File: config.mk
export PLATFORM = sky130hd
export DESIGN_NAME = regfile_sb
export DESIGN_NICKNAME = d
export VERILOG_FILES = /design/src/rtl/regfile_sb.sv
export SDC_FILE = /design/constraint.sdc
export NUM_CORES = 2
export LEC_CHECK = 0
export BUFFER_PORTS_ARGS = -buffer_cell sky130_fd_sc_hd__buf_2
export CAP_MARGIN = 10
export CORE_MARGIN = 2
export CORE_UTILIZATION = 30
export CTS_BUF_LIST = sky130_fd_sc_hd__clkbuf_16
export CTS_CLUSTER_SIZE = 40
export DETAILED_ROUTE_END_ITERATION = 8
export GPL_ROUTABILITY_DRIVEN = 0
export PLACE_DENSITY_LB_ADDON = 0.25
export RECOVER_POWER = 100
export SKIP_CTS_REPAIR_TIMING = 1
export SYNTH_ARGS = -nofsm -noshare
export SYNTH_HDL_FRONTEND = slang
export SYNTH_SLANG_ARGS = --single-unit
File: constraint.sdc
create_clock -name clk -period 2.05 [get_ports clk]
set_clock_uncertainty 0.1 [all_clocks]
set_input_delay 0.1025 -clock clk [delete_from_list [all_inputs] [get_ports clk]]
set_output_delay 0.1025 -clock clk [all_outputs]
set_load 0.03 [all_outputs]
File: src/rtl/regfile_sb.sv
// regfile_sb: N-read/1-write register file with per-register pending-write scoreboard and optional bypass
module regfile_sb #(
  parameter int WIDTH    = 32,
  parameter int DEPTH    = 32,
  parameter int NREAD    = 2,
  parameter int ZERO_REG = 1,
  parameter int BYPASS   = 1,
  parameter int AW       = $clog2(DEPTH)
) (
  input  logic                   clk,
  input  logic                   reset,
  input  logic                   write_en,
  input  logic [AW-1:0]          rd,
  input  logic [WIDTH-1:0]       data,
  input  logic                   reserve_en,
  input  logic [AW-1:0]          reserve_rd,
  input  logic                   flush,
  input  logic [NREAD*AW-1:0]    rin,
  output logic [NREAD*WIDTH-1:0] rs,
  output logic [NREAD-1:0]       rs_busy,
  output logic                   any_busy
);
  localparam logic [AW:0] DEP = DEPTH[AW:0];
  localparam bit ZR = ZERO_REG != 0;
  localparam bit BP = BYPASS != 0;
  logic [WIDTH-1:0] rf [DEPTH];
  logic [DEPTH-1:0] pending, pend_nxt;
  logic wr_ok, rs_ok;
  assign wr_ok = write_en && ({1'b0, rd} < DEP) && !(ZR && rd == '0);
  assign rs_ok = reserve_en && ({1'b0, reserve_rd} < DEP) && !(ZR && reserve_rd == '0);
  // priority: flush > reserve > write-clear
  always_comb begin
    pend_nxt = pending;
    if (wr_ok) pend_nxt[rd] = 1'b0;
    if (rs_ok) pend_nxt[reserve_rd] = 1'b1;
    if (flush) pend_nxt = '0;
  end
  always_ff @(posedge clk or negedge reset) begin
    if (!reset) begin
      pending <= '0;
      for (int i = 0; i < DEPTH; i++) rf[i] <= '0;
    end else begin
      pending <= pend_nxt;
      if (wr_ok) rf[rd] <= data;
    end
  end
  assign any_busy = |pending;
  for (genvar k = 0; k < NREAD; k++) begin : g_rd
    logic [AW-1:0] a;
    logic ok, hit;
    assign a   = rin[k*AW +: AW];
    assign ok  = ({1'b0, a} < DEP) && !(ZR && a == '0);
    assign hit = BP && wr_ok && rd == a;
    assign rs[k*WIDTH +: WIDTH] = (!reset || !ok) ? '0 : hit ? data : rf[a];
    assign rs_busy[k] = reset && ok && !hit && pending[a];
  end
endmodule

==> results.md <==
- First-pass GRT wire length: 301000 µm
- Sw Share: 28.6%
- Worst ir drop on vdd: 0.693 mV
- Area of the mapped netlist: 56600 µm²
- Total GRT Usage: 21.5%
- Largest net degree at the start of global routing: 168
- Clock sinks: 1056
- Syn Area/Cell: 14.4 µm²
- Post-Syn Nets: 3992
- Area delta synth->final: 24.1%
- Die height: 439 µm
- Combinational Power Share: 22.3%
- Clk slew on worst S/H paths: 0.06 ns
- Initial drt markers: 2931
- Synth Register Bits: 1056
- Top FF cell, synth: dfrtp_1
- Routed vias: 39057
- Grt total ovfl: 0
- Crit path max fanout: 3
- Power per cell area: 896 nW/µm²
- Clk Latency, worst-skew pair: 0.75 ns
- FF-to-FF setup slack: 0.43 ns
- Clk buf depth: 3
- Initial core utilization: 30.2%
- Synth top area share: 46.7%
- Detailed placer's ending HPWL: 138000 µm
- Netlist cell types: 45
- Commonest cells post-synth: dfrtp_1 (1056), mux2_2 (986), mux4_2 (410)
- Die Span X: 439 µm
- Synth area leader: dfrtp_1
- CTS tree: built
- WL per Instance: 30.3 µm
- DRC Markers: 0
- Syn Inst Count: 3935
- RR Endpoint: pending[3]$_DFF_PN0_
- Relative slew slack: 3.16%
- Min Hold Slack: -0.0215 ns
- RSZ-0062 raised after global routing: true
- Hold Crit Start: data[17]
- Hold Vio Cnt, Final: 24
- Sequential share of the synthesized area: 46.7%
- Synth async-reset ratio: 100%
- Status: finished, violations left
- Routed Antenna Nets: 0
- Clock power share: 34.1%
- Vias per cell: 5.65
- Max Transition Viols Final: 0
- Max-Cap Viols: 0
- Type of the worst min-delay path: primary input to flop
- Num CTS Buffers: 117
- Critical path type: flop to primary output
- DP Worst Slack: -0.549 ns
- Startpoint Class: flop
- EDFF count, synth: 0
- Core area: 188000 µm²
- Share of layout cells above drive strength 1: 57.2%
- Crit end category: primary output
- Worst Hold Depth: 2
- Worst R2R Start: pending[3]$_DFF_PN0_
- R2R depth: 4
- Setup Viol. Count Final: 455
- Switching power: 0.0180 W
- Most numerous cell in the Yosys netlist: dfrtp_1
- Worst EP required: 1.85 ns
- 1st-pass router iterations: 5
- CTS root buffer: clkbuf_16
- H-Tree Depth: 3
- Max Fclk: 353 MHz
- Fin nets: 4374
- IO buf count: 123
- Ys Warns: 0
- Num ports: 124
- Leak: 30.5 nW
- P_int: 0.0450 W
- Period utilisation layout: 138%
- CP Data Arrival Time: 2.63 ns
- Total Power: 0.0630 W
- Vias in the first global route: 40403
- Row count: 159
- Slack of the critical path: -0.787 ns
- Top post-synthesis cells by area: dfrtp_1 (47%), mux2_2 (20%), mux4_2 (16%), mux2i_1 (4.4%), a22oi_1 (2.7%)
- WHS Endpoint: rf[241]$_DFFE_PN0P_
- DIE AREA: 192000 µm²
- Initial antenna violation count: 12
- Period minus WS final: 2.84 ns
- Tightest Pin Transition: 1.45 ns
- Violated checks: hold timing, setup timing
- Post-layout util: 37.5%
- Total Wirelength: 209000 µm
- Sequential Power Share: 43.6%
-- how the worst max path moves through the flow --
stage	startpoint	to	slack, ns	depth (start not counted)
final	rf[702]$_DFFE_PN0P_	rs[62]	-0.79	5
after global routing	rf[862]$_DFFE_PN0P_	rs[30]	-0.84	5
after CTS	rf[409]$_DFFE_PN0P_	rs[25]	-0.92	6
after detailed placement	rin[0]	rs[17]	-0.55	10
after global placement	rin[0]	rs[17]	-0.56	10
after floorplan	rin[6]	rs[50]	-0.02	7
-- power groups by stage --
stage | Sequential (W) | Combinational, W | Clock, W
6_report | 0.0275 | 0.0141 | 0.0215
5_1_grt | 0.0279 | 0.0150 | 0.0228
4_1_cts | 0.0273 | 0.0132 | 0.0220
3_5_place_dp | 0.0277 | 0.0131 | 0
3_3_place_gp | 0.0275 | 0.0129 | 0
2_1_floorplan | 0.0268 | 0.00925 | 0
-- critical path: stages, from the launching register on --
cell	delay, ns
dfrtp_1	0.40
mux4_2	0.48
mux4_2	0.45
nor2b_1	0.14
a211o_1	0.27
buf_6	0.15
-- flip-flops by register name, indices dropped and copies added, names as in the netlist --
register  flops
pending      32
rf         1024
-- routing by layer --
metal	wire length, µm	track usage, %	vias to the layer above
met5	0	0	-
met1	90500	29.0	21243
met2	100000	35.0	1271
met3	10700	2.99	357
met4	7960	8.26	0
li1	-	-	16186
-- logic make-up (layout without fill, tap and decap cells) --
logic type	Yosys count	in the layout	synth area share [%]
xor gates and xnor gates	10	10	0.155
buffers and inverters	464	943	3.57
AOI/OAI and AO/OA	618	618	7.99
muxes	1650	1650	40.4
DFF	1056	1056	46.7
and+or+nand+nor	137	137	1.24
other	0	5	0
-- cell usage in the layout, fill, tap and decap left out, types with 7 or more instances in the layout --
cell,n
a211o_1,54
a211o_4,9
a21oi_1,74
a21oi_2,58
a221oi_1,89
a221oi_2,35
a22oi_1,70
a22oi_2,137
buf_12,124
buf_2,53
buf_4,336
buf_6,77
buf_8,7
bufinv_16,14
clkbuf_1,16
clkbuf_16,119
clkbuf_2,28
clkbuf_4,30
clkinv_1,23
clkinv_2,30
dfrtp_1,1051
dlygate4sd3_1,46
inv_1,21
mux2_2,986
mux2i_1,248
mux4_2,410
nand2_1,19
nand2_4,7
nand3_1,8
nor2_1,39
nor2_4,8
o21ai_0,11
o21bai_1,62
xnor2_1,10
-- final cells by class --
type / instances / area (µm²)
multi-input combinational: 2415 / 29800
inverter: 9 / 33.8
timing repair buffer: 718 / 7140
fill: 17710 / 117000
clock buffer: 119 / 2980
sequential: 1056 / 26400
antenna: 5 / 12.5
clock inverter: 97 / 840
tap: 2495 / 3120
-- stage by stage --
step | std cells | area, µm² | TNS [ns]
global placement | 6638 | 65100 | -91.51
detailed placement | 6638 | 65100 | -87.43
floorplan | 3935 | 56800 | -0.336
finish | 6914 | 70300 | -106.88
CTS | 6854 | 68900 | -50.46
global route | 6913 | 70300 | -224.62
Power figures use the tool's default switching activity.
